<file path="config.mk">
export PLATFORM = sky130hd
export DESIGN_NAME = i2c_slave_datapath
export DESIGN_NICKNAME = d
export VERILOG_FILES = /design/src/rtl/i2c_slave_datapath.sv
export SDC_FILE = /design/constraint.sdc
export NUM_CORES = 1
export LEC_CHECK = 0
export CORE_UTILIZATION = 53
export DETAILED_ROUTE_END_ITERATION = 10
export GPL_TIMING_DRIVEN = 0
export PLACE_DENSITY = 0.78
export SYNTH_ARGS = -nofsm -noshare
export SYNTH_HDL_FRONTEND = slang
export SYNTH_SLANG_ARGS = --single-unit
export TNS_END_PERCENT = 100
</file>
<file path="constraint.sdc">
create_clock -name i2c_core_clock_i -period 2.6 [get_ports i2c_core_clock_i]
set_input_delay 0.52 -clock i2c_core_clock_i [delete_from_list [all_inputs] [get_ports i2c_core_clock_i]]
set_output_delay 0.52 -clock i2c_core_clock_i [all_outputs]
set_load 0.05 [all_outputs]
</file>
<file path="src/rtl/i2c_slave_datapath.sv">
// I2C slave byte engine: synchronized SCL/SDA, start/stop detect, address match, byte RX/TX with ACK phases.
// Latency: pin changes act 3 cycles later; sda_o and pulses update one cycle after the triggering SCL edge.
// Backpressure: none; the master owns bus timing, rx_ack_i selects ACK/NACK for each received byte.
module i2c_slave_datapath (
    input  logic       i2c_core_clock_i,
    input  logic       reset_bit_i,
    input  logic       scl_i,
    input  logic       sda_i,
    input  logic [6:0] own_addr_i,
    input  logic [7:0] tx_data_i,
    input  logic       rx_ack_i,
    output logic       sda_o,
    output logic [7:0] rx_data_o,
    output logic       rx_valid_o,
    output logic       tx_load_o,
    output logic       addr_match_o,
    output logic       rw_o,
    output logic       busy_o,
    output logic       nack_o
);
    typedef enum logic [2:0] {
        IDLE, ADDR, ADDR_ACK, RX_DATA, RX_ACK, TX_DATA, TX_ACK, WAIT_STOP
    } state_t;

    state_t     state_q, state_d;
    logic [2:0] scl_sync_q, scl_sync_d;
    logic [2:0] sda_sync_q, sda_sync_d;
    logic [2:0] bit_cnt_q, bit_cnt_d;
    logic [7:0] shift_q, shift_d;
    logic       byte_done_q, byte_done_d;
    logic       ack_q, ack_d;
    logic       sda_q, sda_d;
    logic [7:0] rx_data_q, rx_data_d;
    logic       rx_valid_q, rx_valid_d;
    logic       tx_load_q, tx_load_d;
    logic       addr_match_q, addr_match_d;
    logic       rw_q, rw_d;
    logic       busy_q, busy_d;
    logic       nack_q, nack_d;

    logic scl_s, scl_h, sda_s, sda_h;
    logic scl_rise, scl_fall, start_det, stop_det;

    // [1:0] is the synchronizer pair, [2] the history flop used for edge detection
    assign scl_sync_d = {scl_sync_q[1:0], scl_i};
    assign sda_sync_d = {sda_sync_q[1:0], sda_i};
    assign scl_s      = scl_sync_q[1];
    assign scl_h      = scl_sync_q[2];
    assign sda_s      = sda_sync_q[1];
    assign sda_h      = sda_sync_q[2];
    assign scl_rise   = scl_s & ~scl_h;
    assign scl_fall   = ~scl_s & scl_h;
    assign start_det  = scl_s & scl_h & sda_h & ~sda_s;
    assign stop_det   = scl_s & scl_h & ~sda_h & sda_s;

    always_comb begin
        state_d      = state_q;
        bit_cnt_d    = bit_cnt_q;
        shift_d      = shift_q;
        byte_done_d  = byte_done_q;
        ack_d        = ack_q;
        sda_d        = sda_q;
        rx_data_d    = rx_data_q;
        rx_valid_d   = 1'b0;
        tx_load_d    = 1'b0;
        addr_match_d = addr_match_q;
        rw_d         = rw_q;
        busy_d       = busy_q;
        nack_d       = 1'b0;

        if (start_det) begin
            state_d      = ADDR;
            bit_cnt_d    = 3'd7;
            byte_done_d  = 1'b0;
            addr_match_d = 1'b0;
            busy_d       = 1'b1;
            sda_d        = 1'b1;
        end else if (stop_det) begin
            state_d      = IDLE;
            byte_done_d  = 1'b0;
            addr_match_d = 1'b0;
            busy_d       = 1'b0;
            sda_d        = 1'b1;
        end else begin
            case (state_q)
                ADDR, RX_DATA: begin
                    if (scl_rise) begin
                        shift_d = {shift_q[6:0], sda_s};
                        if (bit_cnt_q == 3'd0) byte_done_d = 1'b1;
                        else                   bit_cnt_d   = bit_cnt_q - 3'd1;
                    end else if (scl_fall && byte_done_q) begin
                        byte_done_d = 1'b0;
                        bit_cnt_d   = 3'd7;
                        if (state_q == RX_DATA) begin
                            rx_data_d  = shift_q;
                            rx_valid_d = 1'b1;
                            sda_d      = rx_ack_i;
                            ack_d      = rx_ack_i;
                            state_d    = RX_ACK;
                        end else if (shift_q[7:1] == own_addr_i) begin
                            sda_d        = 1'b0;
                            addr_match_d = 1'b1;
                            rw_d         = shift_q[0];
                            state_d      = ADDR_ACK;
                        end else begin
                            sda_d   = 1'b1;
                            state_d = WAIT_STOP;
                        end
                    end
                end
                ADDR_ACK: begin
                    if (scl_fall) begin
                        bit_cnt_d = 3'd7;
                        if (rw_q) begin
                            shift_d   = tx_data_i;
                            tx_load_d = 1'b1;
                            sda_d     = tx_data_i[7];
                            state_d   = TX_DATA;
                        end else begin
                            sda_d   = 1'b1;
                            state_d = RX_DATA;
                        end
                    end
                end
                RX_ACK: begin
                    if (scl_fall) begin
                        sda_d     = 1'b1;
                        bit_cnt_d = 3'd7;
                        state_d   = ack_q ? WAIT_STOP : RX_DATA;
                    end
                end
                TX_DATA: begin
                    // shift_q[7] is on the bus; each fall moves the next bit up
                    if (scl_fall) begin
                        if (bit_cnt_q == 3'd0) begin
                            sda_d   = 1'b1;
                            state_d = TX_ACK;
                        end else begin
                            sda_d     = shift_q[6];
                            shift_d   = {shift_q[6:0], 1'b0};
                            bit_cnt_d = bit_cnt_q - 3'd1;
                        end
                    end
                end
                TX_ACK: begin
                    if (scl_rise) begin
                        if (sda_s) begin
                            nack_d  = 1'b1;
                            state_d = WAIT_STOP;
                        end else begin
                            byte_done_d = 1'b1;
                        end
                    end else if (scl_fall && byte_done_q) begin
                        byte_done_d = 1'b0;
                        bit_cnt_d   = 3'd7;
                        shift_d     = tx_data_i;
                        tx_load_d   = 1'b1;
                        sda_d       = tx_data_i[7];
                        state_d     = TX_DATA;
                    end
                end
                default: ;
            endcase
        end
    end

    always_ff @(posedge i2c_core_clock_i) begin
        if (reset_bit_i) begin
            state_q      <= IDLE;
            scl_sync_q   <= 3'b111;
            sda_sync_q   <= 3'b111;
            bit_cnt_q    <= 3'd7;
            shift_q      <= 8'h00;
            byte_done_q  <= 1'b0;
            ack_q        <= 1'b0;
            sda_q        <= 1'b1;
            rx_data_q    <= 8'h00;
            rx_valid_q   <= 1'b0;
            tx_load_q    <= 1'b0;
            addr_match_q <= 1'b0;
            rw_q         <= 1'b0;
            busy_q       <= 1'b0;
            nack_q       <= 1'b0;
        end else begin
            state_q      <= state_d;
            scl_sync_q   <= scl_sync_d;
            sda_sync_q   <= sda_sync_d;
            bit_cnt_q    <= bit_cnt_d;
            shift_q      <= shift_d;
            byte_done_q  <= byte_done_d;
            ack_q        <= ack_d;
            sda_q        <= sda_d;
            rx_data_q    <= rx_data_d;
            rx_valid_q   <= rx_valid_d;
            tx_load_q    <= tx_load_d;
            addr_match_q <= addr_match_d;
            rw_q         <= rw_d;
            busy_q       <= busy_d;
            nack_q       <= nack_d;
        end
    end

    assign sda_o        = sda_q;
    assign rx_data_o    = rx_data_q;
    assign rx_valid_o   = rx_valid_q;
    assign tx_load_o    = tx_load_q;
    assign addr_match_o = addr_match_q;
    assign rw_o         = rw_q;
    assign busy_o       = busy_q;
    assign nack_o       = nack_q;
endmodule

</file>
==> impl_metrics.json <==
{
  "setup_tns_ns": 0,
  "cp_max_fo": 10,
  "run_status": "finished clean",
  "avgViaCountPerCell": 5.820,
  "worst_setup_path_start_kind": "flip-flop",
  "synth_sequential_area_ratio": 0.3520,
  "holdBufCountCts": 0,
  "cts_max_level": 2,
  "switching_power_mw": 0.3368,
  "drt-wirelength-per-cell_um": 15.45,
  "cap_violations": 0,
  "maxClockFrequency_mhz": 453.8,
  "first_global_vias": 1802,
  "yosysWarnings": 0,
  "cts_tree": "built",
  "worst_hold_path_type": "flip-flop to flip-flop",
  "critical_path_buf_inv_count": 4,
  "finalWorstPathRequiredPeriod_ns": 2.204,
  "syn-cell-area_sq_um": 2105,
  "yosys_register_bits": 37,
  "worst_r2r_endpoint": "shift_q[6]",
  "combinationalPowerShare": 0.129,
  "report.final.slew_viol_count": 0,
  "synth_cells": 271,
  "cts_buffers": 5,
  "clock_insertion_delay_at_the_later_pin_of_the_skew_report_ns": 0.30,
  "area.sequential_sq_um": 740.7,
  "post_cts_resized": 0,
  "crit_path_end_kind": "flip-flop",
  "worst_ep_required_time_ns": 2.82,
  "grt_first_pass_wirelength_mm": 8.735,
  "whs_path_depth": 1,
  "max-clock-path-buffers": 2,
  "overflow_left_after_global_routing": 0,
  "antenna_cells_inserted": 0,
  "final.period_utilization": 0.8476,
  "drt_wl_total_mm": 5.579,
  "worstRegToRegCells": 10,
  "worst_r2r_startpoint": "bit_cnt_q[0]",
  "area_growth_syn_to_layout_pct": 24.73,
  "setup_viol": 0,
  "power_leakage_nw": 0.9698,
  "top_level_ports": 35,
  "detailedRoute.firstPassIterationCount": 5,
  "worst-endpoint-arrival_ns": 2.43,
  "power_density_nw_per_um2": 501.8,
  "fp.dieH_um": 65.02,
  "synth_cell_types": 49,
  "synth_edf_count": 0,
  "worstPathCellList": "inv_1, ha_1, nor2b_1, clkbuf_1, o21ai_0, and4_1, buf_4, buf_8, nor2_2, a311oi_2",
  "cell_type_of_the_slowest_stage_on_the_worst_timing_path": "sky130_fd_sc_hd__dfxtp_1",
  "grt_setup_unrepaired": "no",
  "fin_ws_ns": 0.3963,
  "core_area_sq_um": 3744,
  "worst_slew_pin_slew_ns": 0.5578,
  "maxSlewHeadroom": 0.6268,
  "reg2reg_slack_ns": 0.40,
  "globalRouteTotalUtil": 0.2742,
  "crit_path_max_incr_delay_ns": 0.44,
  "critical_path.top_delay_family": "buffers and inverters",
  "timing.final.hold_violations": 0,
  "antenna_violations_before_repair": 0,
  "die_area_sq_um": 4227,
  "post_cts_buffers": 0,
  "clk_pin_slew_ns": 0.08,
  "maximum_number_of_pins_on_one_net_before_global_route_repair": 13,
  "launch_instance_of_the_worst_min_delay_path": "scl_sync_q[0]",
  "final_net_count": 334,
  "post_route_cells_drive_above_1_share": 0.08946,
  "worstSetupPathType": "flip-flop to flip-flop",
  "gp_routability_congestion": 0.9232,
  "cts_root_buf": "sky130_fd_sc_hd__clkbuf_8",
  "p_int_mw": 0.9805,
  "tritoncts_num_sinks": 37,
  "dr.first_iter.drc_count": 206,
  "placement_rows": 22,
  "asyncSetResetFlopFracSynth": 0,
  "swShare": 0.2557,
  "place_hpwl_mm": 3.936,
  "min_to": "scl_sync_q[1]",
  "dp_worst_setup_slack_ns": 0.1874,
  "syn_avg_cell_area_sq_um": 7.766,
  "clock_power_share": 0.407,
  "number_of_nets_in_the_synthesized_netlist": 293,
  "route.detailed.drc": 0,
  "chipWidth_um": 65.02,
  "vdd.ir_drop.worst_mv": 0.3609,
  "multiInputGateArea_sq_um": 1231,
  "power.sequential.fraction": 0.463,
  "clock-skew-final_ns": 0.007925,
  "synthFlopType": "sky130_fd_sc_hd__dfxtp_1",
  "routed-via-count": 2101,
  "floorplan.initialDensity": 0.5622,
  "placement.io_buffers": 34,
  "layout.filler_cells": 320,
  "ant_nets": 0
}
worst register-to-register path, stage by stage, from the launching register on:
cell	delay, ns
sky130_fd_sc_hd__dfxtp_1	0.44
sky130_fd_sc_hd__inv_1	0.12
sky130_fd_sc_hd__ha_1	0.24
sky130_fd_sc_hd__nor2b_1	0.13
sky130_fd_sc_hd__clkbuf_1	0.22
sky130_fd_sc_hd__o21ai_0	0.20
sky130_fd_sc_hd__and4_1	0.20
sky130_fd_sc_hd__buf_4	0.15
sky130_fd_sc_hd__buf_8	0.15
sky130_fd_sc_hd__nor2_2	0.04
sky130_fd_sc_hd__a311oi_2	0.23
kinds of logic after synthesis:
group | after synthesis | share of synthesized area
buffers and inverters | 29 | 0.06302
AOI/OAI and AO/OA | 79 | 0.2491
and+or+nand+nor | 108 | 0.2539
xor gates and xnor gates | 10 | 0.04162
muxes | 6 | 0.02854
adders and majority gates | 2 | 0.01189
DFF | 37 | 0.3520
layout make-up:
class / instances / area share
timing repair buffer: 34 / 0.1296
buffer: 21 / 0.03908
multi-input combinational: 205 / 0.4690
clock buffer: 6 / 0.03146
inverter: 8 / 0.01144
tap: 48 / 0.02288
clock inverter: 2 / 0.01430
sequential: 37 / 0.2822
how the worst max path moves through the flow:
stage	slack [ns]	from	to	depth (start not counted)
floorplan	0.72	bit_cnt_q[0]	shift_q[6]	10
global placement	0.21	own_addr_i[3]	sda_o	6
detailed placement	0.19	own_addr_i[3]	sda_o	6
CTS	0.43	bit_cnt_q[0]	shift_q[6]	10
global route	0.30	bit_cnt_q[0]	shift_q[6]	10
finish	0.40	bit_cnt_q[0]	shift_q[6]	10
registers in the layout, summed over array words and instances, names as in the netlist, 3 cells and up:
name and flops:
sda_sync_q 3, state_q 3, rx_data_o 8, bit_cnt_q 3, scl_sync_q 3, shift_q 8
cells in the mapped netlist, types with 2 or more instances:
cell | instances | area share
sky130_fd_sc_hd__nand2_1 | 39 | 0.070
sky130_fd_sc_hd__dfxtp_1 | 37 | 0.35
sky130_fd_sc_hd__o21ai_0 | 24 | 0.057
sky130_fd_sc_hd__nor2_1 | 19 | 0.034
sky130_fd_sc_hd__a21oi_1 | 17 | 0.040
sky130_fd_sc_hd__clkbuf_1 | 12 | 0.021
sky130_fd_sc_hd__nand2b_1 | 10 | 0.030
sky130_fd_sc_hd__inv_1 | 8 | 0.014
sky130_fd_sc_hd__nand3_1 | 8 | 0.019
sky130_fd_sc_hd__xor2_1 | 8 | 0.033
sky130_fd_sc_hd__buf_2 | 7 | 0.017
sky130_fd_sc_hd__a311oi_1 | 6 | 0.025
sky130_fd_sc_hd__mux2i_1 | 6 | 0.029
sky130_fd_sc_hd__or2_2 | 6 | 0.018
sky130_fd_sc_hd__nand3b_1 | 5 | 0.018
sky130_fd_sc_hd__nor3_1 | 5 | 0.012
sky130_fd_sc_hd__a31oi_1 | 3 | 0.0089
sky130_fd_sc_hd__a32oi_1 | 3 | 0.012
sky130_fd_sc_hd__nor2b_1 | 3 | 0.0089
sky130_fd_sc_hd__nor4_1 | 3 | 0.0089
sky130_fd_sc_hd__o21a_1 | 3 | 0.011
sky130_fd_sc_hd__o22ai_1 | 3 | 0.0089
sky130_fd_sc_hd__a211oi_1 | 2 | 0.0071
sky130_fd_sc_hd__a21o_1 | 2 | 0.0071
sky130_fd_sc_hd__a311o_1 | 2 | 0.0095
sky130_fd_sc_hd__a311oi_2 | 2 | 0.014
sky130_fd_sc_hd__ha_1 | 2 | 0.012
sky130_fd_sc_hd__nor2_2 | 2 | 0.0059
sky130_fd_sc_hd__o211ai_1 | 2 | 0.0071
sky130_fd_sc_hd__o311ai_0 | 2 | 0.0083
sky130_fd_sc_hd__xnor2_1 | 2 | 0.0083
power groups by stage:
stage | clock network [mW] | registers (mW) | logic (mW)
after floorplan | 0 | 0.619 | 0.107
after global placement | 0 | 0.622 | 0.164
after detailed placement | 0 | 0.622 | 0.167
after CTS | 0.538 | 0.609 | 0.169
after global routing | 0.565 | 0.613 | 0.185
final | 0.537 | 0.610 | 0.170
per-stage QoR:
step | std cells | area (sq um) | hold slack (ns) | utilization | total power, mW
3_3_place_gp | 353 | 2505 | 0.3924 | 0.6691 | 0.7857
5_1_grt | 361 | 2625 | 0.4307 | 0.7012 | 1.364
2_1_floorplan | 271 | 2105 | 0.3895 | - | 0.7262
3_5_place_dp | 353 | 2505 | 0.3984 | 0.6691 | 0.7894
6_report | 361 | 2625 | 0.4116 | 0.7012 | 1.317
4_1_cts | 361 | 2625 | 0.4153 | 0.7012 | 1.316
layout by cell type, fill, tap and decap left out, types with 6 or more instances in the layout:
master                            synthesis  routed
sky130_fd_sc_hd__a21oi_1                 17      17
sky130_fd_sc_hd__a311oi_1                 6       6
sky130_fd_sc_hd__buf_2                    7       7
sky130_fd_sc_hd__clkbuf_1                12      12
sky130_fd_sc_hd__clkbuf_8                 0       6
sky130_fd_sc_hd__clkdlybuf4s50_1          0      34
sky130_fd_sc_hd__dfxtp_1                 37      37
sky130_fd_sc_hd__inv_1                    8       8
sky130_fd_sc_hd__mux2i_1                  6       6
sky130_fd_sc_hd__nand2_1                 39      39
sky130_fd_sc_hd__nand2b_1                10      10
sky130_fd_sc_hd__nand3_1                  8       8
sky130_fd_sc_hd__nor2_1                  19      19
sky130_fd_sc_hd__o21ai_0                 24      24
sky130_fd_sc_hd__or2_2                    6       6
sky130_fd_sc_hd__xor2_1                   8       8
routing by layer:
metal	global-route usage	wire [um]	up-vias
met3	0.05282	360	9
li1	-	-	1047
met2	0.4063	2439	76
met5	0	0	-
met4	0.1277	87	0
met1	0.3796	2691	969
Note: power is estimated with default switching activity, not from simulation.
